## src/rtl/seq_alu_pkg.sv

```systemverilog
// seq_alu_pkg: tiny8_types package with ALU opcodes and the seq_alu FSM state type.
package tiny8_types;
  typedef enum logic [2:0] {
    alu_add = 3'd0,
    alu_sub = 3'd1,
    alu_dec = 3'd2,
    alu_mul = 3'd3
  } tiny8_aluop;
  typedef logic [7:0] tiny8_word;
  typedef enum logic [1:0] {IDLE, MUL, DONE} seq_alu_state_t;
endpackage

```

## src/rtl/seq_alu_mul_step.sv

```systemverilog
// seq_alu_mul_step: one combinational shift-add multiply iteration.
// The overflow output exists only when SEQ_ALU_FLAGS_EN is defined.
module seq_alu_mul_step #(
  parameter int WIDTH = 8
) (
  input  logic [WIDTH-1:0] i_acc,
  input  logic [WIDTH-1:0] i_mcand,
  input  logic [WIDTH-1:0] i_mplier,
  output logic [WIDTH-1:0] o_acc,
  output logic [WIDTH-1:0] o_mcand,
  output logic [WIDTH-1:0] o_mplier
`ifdef SEQ_ALU_FLAGS_EN
  , output logic o_ovf
`endif
);
  always_comb begin
`ifdef SEQ_ALU_FLAGS_EN
    {o_ovf, o_acc} = i_mplier[0] ? {1'b0, i_acc} + {1'b0, i_mcand} : {1'b0, i_acc};
`else
    o_acc = i_mplier[0] ? i_acc + i_mcand : i_acc;
`endif
    o_mcand  = i_mcand << 1;
    o_mplier = i_mplier >> 1;
  end
endmodule

```

## src/rtl/seq_alu.sv

```systemverilog
// seq_alu: multi-cycle add/sub/dec/mul ALU with valid/ready on both sides.
// Optional zero/carry flag outputs are enabled by SEQ_ALU_FLAGS_EN.
module seq_alu
  import tiny8_types::*;
#(
  parameter int WIDTH    = 8,
  parameter int MUL_BITS = 4
) (
  input  logic             clk,
  input  logic             rst_n,
  input  logic             in_valid,
  output logic             in_ready,
  input  tiny8_aluop       aluop,
  input  logic [WIDTH-1:0] a,
  input  logic [WIDTH-1:0] b,
  output logic             out_valid,
  input  logic             out_ready,
  output logic [WIDTH-1:0] f,
  output logic             illegal
`ifdef SEQ_ALU_FLAGS_EN
  , output logic           zero
  , output logic           carry
`endif
);
  localparam int CW = $clog2(MUL_BITS) + 1;
`ifdef SEQ_ALU_FLAGS_EN
  localparam int XW = WIDTH + 1;
`else
  localparam int XW = WIDTH;
`endif

  seq_alu_state_t   r_state;
  logic [WIDTH-1:0] r_acc, r_mcand, r_mplier;
  logic [CW-1:0]    r_cnt;
  logic [WIDTH-1:0] w_acc, w_mcand, w_mplier;
  logic [XW-1:0]    w_ext;
  logic             w_ill, w_accept, w_last;
`ifdef SEQ_ALU_FLAGS_EN
  logic             r_ovf, w_ovf;
`endif

  assign in_ready = (r_state == IDLE) || (r_state == DONE && out_ready);
  assign w_accept = in_valid && in_ready;
  assign w_last   = r_cnt == CW'(MUL_BITS - 1);
  assign w_ill    = !(aluop inside {alu_add, alu_sub, alu_dec, alu_mul});
  // With flags the extra top bit is the add carry-out or the sub/dec borrow
  assign w_ext = aluop == alu_add ? XW'(a) + XW'(b) :
                 aluop == alu_sub ? XW'(a) - XW'(b) :
                 aluop == alu_dec ? XW'(a) - XW'(1) : '0;

  seq_alu_mul_step #(.WIDTH(WIDTH)) u_step (
    .i_acc   (r_acc),
    .i_mcand (r_mcand),
    .i_mplier(r_mplier),
    .o_acc   (w_acc),
    .o_mcand (w_mcand),
    .o_mplier(w_mplier)
`ifdef SEQ_ALU_FLAGS_EN
    , .o_ovf (w_ovf)
`endif
  );

  always_ff @(posedge clk) begin
    if (!rst_n) begin
      r_state   <= IDLE;
      f         <= '0;
      out_valid <= 1'b0;
      illegal   <= 1'b0;
      r_acc     <= '0;
      r_mcand   <= '0;
      r_mplier  <= '0;
      r_cnt     <= '0;
`ifdef SEQ_ALU_FLAGS_EN
      r_ovf     <= 1'b0;
      zero      <= 1'b0;
      carry     <= 1'b0;
`endif
    end else if (w_accept && aluop == alu_mul) begin
      r_state   <= MUL;
      out_valid <= 1'b0;
      r_acc     <= '0;
      r_mcand   <= a;
      r_mplier  <= WIDTH'(b[MUL_BITS-1:0]);
      r_cnt     <= '0;
`ifdef SEQ_ALU_FLAGS_EN
      r_ovf     <= 1'b0;
`endif
    end else if (w_accept) begin
      r_state   <= DONE;
      out_valid <= 1'b1;
      f         <= w_ext[WIDTH-1:0];
      illegal   <= w_ill;
`ifdef SEQ_ALU_FLAGS_EN
      zero      <= w_ext[WIDTH-1:0] == '0;
      carry     <= w_ext[WIDTH];
`endif
    end else if (r_state == MUL) begin
      r_acc     <= w_acc;
      r_mcand   <= w_mcand;
      r_mplier  <= w_mplier;
      r_cnt     <= r_cnt + CW'(1);
`ifdef SEQ_ALU_FLAGS_EN
      r_ovf     <= r_ovf | w_ovf;
`endif
      if (w_last) begin
        r_state   <= DONE;
        out_valid <= 1'b1;
        f         <= w_acc;
        illegal   <= 1'b0;
`ifdef SEQ_ALU_FLAGS_EN
        zero      <= w_acc == '0;
        carry     <= r_ovf | w_ovf;
`endif
      end
    end else if (r_state == DONE && out_ready) begin
      r_state   <= IDLE;
      out_valid <= 1'b0;
    end
  end
endmodule

```

## config.mk

```make
export PLATFORM = sky130hd
export DESIGN_NAME = seq_alu
export DESIGN_NICKNAME = d
export VERILOG_FILES = /design/src/rtl/seq_alu_pkg.sv /design/src/rtl/seq_alu_mul_step.sv /design/src/rtl/seq_alu.sv
export SDC_FILE = /design/constraint.sdc
export NUM_CORES = 1
export LEC_CHECK = 0
export BUFFER_PORTS_ARGS = -buffer_cell sky130_fd_sc_hd__buf_4
export CAP_MARGIN = 20
export CORE_MARGIN = 2
export CORE_UTILIZATION = 40
export DETAILED_ROUTE_END_ITERATION = 8
export MAX_ROUTING_LAYER = met4
export PLACE_DENSITY_LB_ADDON = 0.3
export SLEW_MARGIN = 20
export SYNTH_ARGS = -nofsm -noshare
export SYNTH_HDL_FRONTEND = slang
export SYNTH_SLANG_ARGS = --single-unit
```

## constraint.sdc

```tcl
create_clock -name clk -period 3.4 [get_ports clk]
set_input_delay 1.02 -clock clk [delete_from_list [all_inputs] [get_ports clk]]
set_output_delay 1.02 -clock clk [all_outputs]
set_load 0.02 [all_outputs]
```

=== Yosys cells after proc, flatten, opt, wreduce, memory -nomap -nowiden ===
Index checks and enable logic that the tools add are counted.
W data, S select, Z words.

* Bitwise logic cells: 3
* Order comparisons: 0
* Reductions and logical operators: 19
* Divide/modulo/power cells: 0
* Add/sub/neg operators: 5
* Shift-type cells: 0
* Eq/ne operators: 9
* Multipliers: 0
* Multiplexer cells: 25

{| class="wikitable"
|+ Operators with widths
! kind !! count
|-
| $mux W8 || 10
|-
| $add A8 B8 Y8 || 2
|-
| $mux W4 || 3
|-
| $eq A3 B2 Y1 const B || 3
|-
| $mux W1 || 8
|-
| $mux W2 || 4
|-
| $reduce_and A2 Y1 || 4
|-
| $reduce_bool A4 Y1 || 2
|-
| $sub A8 B1 Y8 const B || 1
|-
| $sub A8 B8 Y8 || 1
|-
| $reduce_bool A2 Y1 || 3
|-
| $ne A4 B4 Y1 const B || 1
|-
| $add A3 B1 Y3 const B || 1
|-
| $eq A3 B1 Y1 const B || 1
|-
| $logic_and A1 B1 Y1 || 3
|-
| $logic_not A3 Y1 || 1
|-
| $ne A3 B3 Y1 const B || 1
|-
| $not A1 Y1 || 3
|-
| $reduce_and A3 Y1 || 1
|-
| $reduce_bool A3 Y1 || 1
|-
| $eq A2 B1 Y1 const B || 1
|-
| $eq A2 B2 Y1 const B || 1
|-
| $logic_not A2 Y1 || 1
|-
| $ne A2 B1 Y1 const B || 1
|-
| other kinds (3) || 3
|}

* Memory bits (read-only): 0
* Bits in registers: 35
* Memories kept: 0
* Output and inout port bits: 11
* Logic and storage cells: 70
* Latch bits: 0
* Input port bits: 23
* Bits in writable memories: 0

=== Longest topological paths before layout ===
* Depth after elaboration: 7
* Gate-level depth with buffers: 10

=== Modules after synthesis ===
Synthesis repeated with hierarchy kept, for this count alone.

* Cell total of the unflattened synthesis: 400
* Area total of the unflattened synthesis: 3,083.0 µm²

{| class="wikitable"
|+ By module, submodules not included
! module !! area an instance (µm²) !! cells each !! instances
|-
| seq_alu || 2,514.9 || 326 || 1
|-
| seq_alu_mul_step || 568.0 || 74 || 1
|}

=== Worst setup path after synthesis ===
OpenSTA, ideal clock, no wires.

* Path type: input-to-reg
* From: input port a[0]
* To: register f[4]
* Setup slack: 791 ps
* Library setup time: 95 ps
* Buffers on the path: 0
* Stages on the path: 10
* Data arrival time: 2,513 ps
* Required time: 3,305 ps
* Path through: inv_1 > ha_1 > fa_1 > inv_1 > a21oi_1 > o211ai_1 > o21ai_0 > xnor2_1 > o22ai_1 > a221oi_1

* Longest elaborated chain between the ends: 5

{| class="wikitable"
|+ RTL lines
! element !! RTL line !! text
|-
| start, declared || seq_alu.sv:14 || <nowiki>input logic [WIDTH-1:0] a,</nowiki>
|-
| $sub A8 B1 Y8 || seq_alu.sv:49 || <nowiki>aluop == alu_dec ? XW'(a) - XW'(1) : '0;</nowiki>
|-
| $mux W8 || seq_alu.sv:49 ||
|-
| $mux W8 || seq_alu.sv:48 || <nowiki>aluop == alu_sub ? XW'(a) - XW'(b) :</nowiki>
|-
| $mux W8 (*) || seq_alu.sv:47 || <nowiki>assign w_ext = aluop == alu_add ? XW'(a) + XW'(b) :</nowiki>
|-
| $mux W8 (*) || seq_alu.sv:88 || <nowiki>end else if (w_accept) begin</nowiki>
|-
| end signal, assigned || seq_alu.sv:91 || <nowiki>f <= w_ext[WIDTH-1:0];</nowiki>
|-
| end signal, assigned || seq_alu.sv:108 || <nowiki>f <= w_acc;</nowiki>
|-
| end, declared || seq_alu.sv:18 || <nowiki>output logic [WIDTH-1:0] f,</nowiki>
|}

Every way passes the cells marked *; elsewhere a longest branch is shown, timed or not.
A chain may end at the register's enable or synchronous reset.

=== Worst setup path after layout ===
Ends and elaborated chain as after synthesis.

==> qor.yml <==
crit_slowest_cell: "fa_1"
grt_pass1_vias: 2414
reg2reg_slack_ns: 1.21
cpPeakStageDelay_ns: 0.39
firstDrtPassIters: 4
crit_type: "input pin to flip-flop"
post-route-period-util: 0.782
gr-usage-met3: 0.0322
clockBufferDepth: 2
pin_count: 34
cts_resized: 0
rsz0062_at_grt: "no"
hp-start: "r_cnt[1]"
setup_viol: 0
status: "finished clean"
cts_setup_buffers: 0
antenna_found_initial: 0
totalWireLength_mm: 6.94
busiest_layer: "met2"
critPathArrivalTime_ns: 2.85
multiInputGateArea_um2: 1900
vdd.ir_drop.worst_uv: 248
ant_nets: 0
p_per_area_nw_per_um2: 318
p_switching_w: 0.000306
r2r_cells: 10
rows: 30
switching_share: 0.309
syn_avg_cell_area_um2: 7.85
pwr-share-clk: 0.312
comb_power_share: 0.261
cp_cell_sequence: "buf_4, inv_1, ha_1, fa_1, inv_1, a21oi_1, o211ai_1, o21ai_0, xnor2_1, o22ai_1, a221oi_1"
remaining_drc_errors: 0
start_util: 0.410
root_buffer: "clkbuf_8"
routedWlPerCell_um: 15.2
crit_path_start_kind: "input pin"
grt_start_max_net_pins: 26
maxSlewViolCount: 0
portBuffers: 33
instances_no_fill: 456
seq_power_share: 0.427
ctsHoldBuffers: 0
h-tree-depth: 2
die_w_um: 87.0
clk_latency_ns: 0.28
worstSetupEndpointType: "flip-flop"
worstMarginPinSlew_ns: 0.620
fmax_ghz: 0.376
syn_inst: 351
cp_data_required_time_ns: 3.59
vias_per_cell: 5.57
finalHoldViolCount: 0
power.leakage_nw: 1.35
drive_above_1_share: 0.138
r2r-start: "r_mcand[0]"
track_usage: 0.197
syn_nets: 402
fill_cells: 681
place_area_um2: 3030
ys_async_sr_fraction: 0
crit_top_cell: "inv_1"
synth_edf_count: 0
intPower_w: 0.000686
skew_ns: 0.00354
overflow: 0
fin_nets: 426
setup_tns_ns: 0
reg2reg_to: "f[6]"
regArea_um2: 681
slew_headroom: 0.586
place_inst: 448
cp_max_fo: 6
synth_seq_cells: 34
clkTransAtPathRegs_ns: 0.07
diodes: 0
dieArea_um2: 7560
use_met2: 0.311
yosysSeqAreaShare: 0.247
grt_pass1_wl_mm: 11.5
die_h_um: 87.0
power_w: 0.000992
area_growth_pct: 13.3
hold_path_end: "r_cnt[1]"
netlist_area_um2: 2750
dp_hpwl_mm: 5.54
ys_warn_count: 0
cap_violations: 0
cts_tree: "built"
globalplace.congestion: 0.878
vias: 2539
clock-sinks: 34
whs_path_depth: 2
synth_cell_types: 53
globalRouteMet1Util: 0.265
layout_min_cycle_time_ns: 2.66
fin_area_um2: 3120
holdCritPathClass: "flip-flop to flip-flop"
synth_top_flop_cell: "dfxtp_1"
first_iter_violations: 252
cts_inserted_buffers: 5
core_um2: 6720
[kinds of logic (layout without fill, tap and decap cells)]
family	Yosys count	after routing	synth area share
adder cells (fa/ha/maj)	28	28	0.135
AND/OR/NAND/NOR	120	120	0.206
buffers and inverters	40	65	0.0618
XOR/XNOR	21	21	0.0668
flip-flops	34	34	0.247
AO/OA/AOI/OAI	102	102	0.261
multiplexers	6	6	0.0223
[cells in the mapped netlist, types with 6 or more instances]
library cell | n | share of area
a211oi_1 | 6 | 0.016
a21boi_0 | 8 | 0.022
a21oi_1 | 19 | 0.035
buf_2 | 7 | 0.013
clkbuf_1 | 8 | 0.011
dfxtp_1 | 34 | 0.25
ha_1 | 25 | 0.11
inv_1 | 22 | 0.030
nand2_1 | 49 | 0.067
nand2b_1 | 7 | 0.016
nand3_1 | 11 | 0.020
nor2_1 | 23 | 0.031
nor2b_1 | 7 | 0.016
nor3_1 | 8 | 0.015
o211a_1 | 7 | 0.025
o21ai_0 | 15 | 0.027
xnor2_1 | 16 | 0.051
[metrics by stage]
step,worst slack (ns),util,hold WS [ns]
2_1_floorplan,0.791,-,0.440
4_1_cts,0.760,0.464,0.469
6_report,0.742,0.464,0.463
3_3_place_gp,0.537,0.451,0.451
3_5_place_dp,0.479,0.451,0.459
5_1_grt,0.519,0.464,0.478
[power by group through the flow]
stage / registers, W / logic, W / clock network [W]
floorplan: 0.000438 / 0.000170 / 0
global placement: 0.000433 / 0.000253 / 0
detailed placement: 0.000433 / 0.000257 / 0
CTS: 0.000424 / 0.000258 / 0.000319
global route: 0.000426 / 0.000286 / 0.000332
finish: 0.000424 / 0.000259 / 0.000310
[worst max-delay path, delay by kind of cell]
family	cells	cell delay, ns
XOR/XNOR	1	0.17
adder cells (fa/ha/maj)	2	0.60
buffers and inverters	3	0.29
AO/OA/AOI/OAI	5	0.76
[final cells by class]
class / count / share of cell area
Multi-Input combinational cell: 277 / 0.610
Inverter: 22 / 0.0265
Clock inverter: 1 / 0.00160
Tap cell: 80 / 0.0321
Sequential cell: 34 / 0.218
Clock buffer: 7 / 0.0277
Timing Repair Buffer: 35 / 0.0842
[cells in the final DEF (no fill, tap or decap), types with 2 or more instances in the layout]
master	Yosys	routed
a21boi_0	8	8
nand2_1	49	49
mux2i_1	5	5
nor2_1	23	23
a211oi_1	6	6
o31ai_1	2	2
a221oi_1	4	4
ha_1	25	25
a21o_1	2	2
o21ai_0	15	15
o211a_1	7	7
inv_1	22	22
fa_1	3	3
nand3_1	11	11
or3_1	2	2
nor3b_1	2	2
xnor2_1	16	16
nor2b_1	7	7
o21ai_1	4	4
o211ai_1	5	5
a21oi_2	3	3
a32o_1	2	2
a31oi_1	2	2
nand2b_1	7	7
clkbuf_8	0	6
a22oi_1	5	5
buf_4	1	35
nor3_1	8	8
and3_1	2	2
o21a_1	4	4
dfxtp_1	34	34
o21bai_1	3	3
a21oi_1	19	19
o22ai_1	4	4
and2_1	3	3
xor2_1	5	5
[routing by layer]
layer / up-vias / wire length (um)
met2: 66 / 3190
met3: 8 / 329
met5: - / 0
met4: 0 / 76
li1: 1284 / -
met1: 1181 / 3350
[worst max-delay path by stage]
| stage | endpoint | slack, ns | start |
|---|---|---|---|
| 2_1_floorplan | f[4] | 0.79 | a[0] |
| 3_3_place_gp | f[4] | 0.54 | a[0] |
| 3_5_place_dp | f[4] | 0.48 | a[0] |
| 4_1_cts | f[4] | 0.76 | a[0] |
| 5_1_grt | f[4] | 0.52 | a[0] |
| 6_report | f[4] | 0.74 | a[0] |
[state kept, by name (all words and copies together), names as in the netlist]
name,flops
f,8
r_acc,8
r_mcand,8
r_mplier,4
r_cnt,3
illegal,1
out_valid,1
r_state,1
No activity file was read; power rests on OpenSTA's default activity.
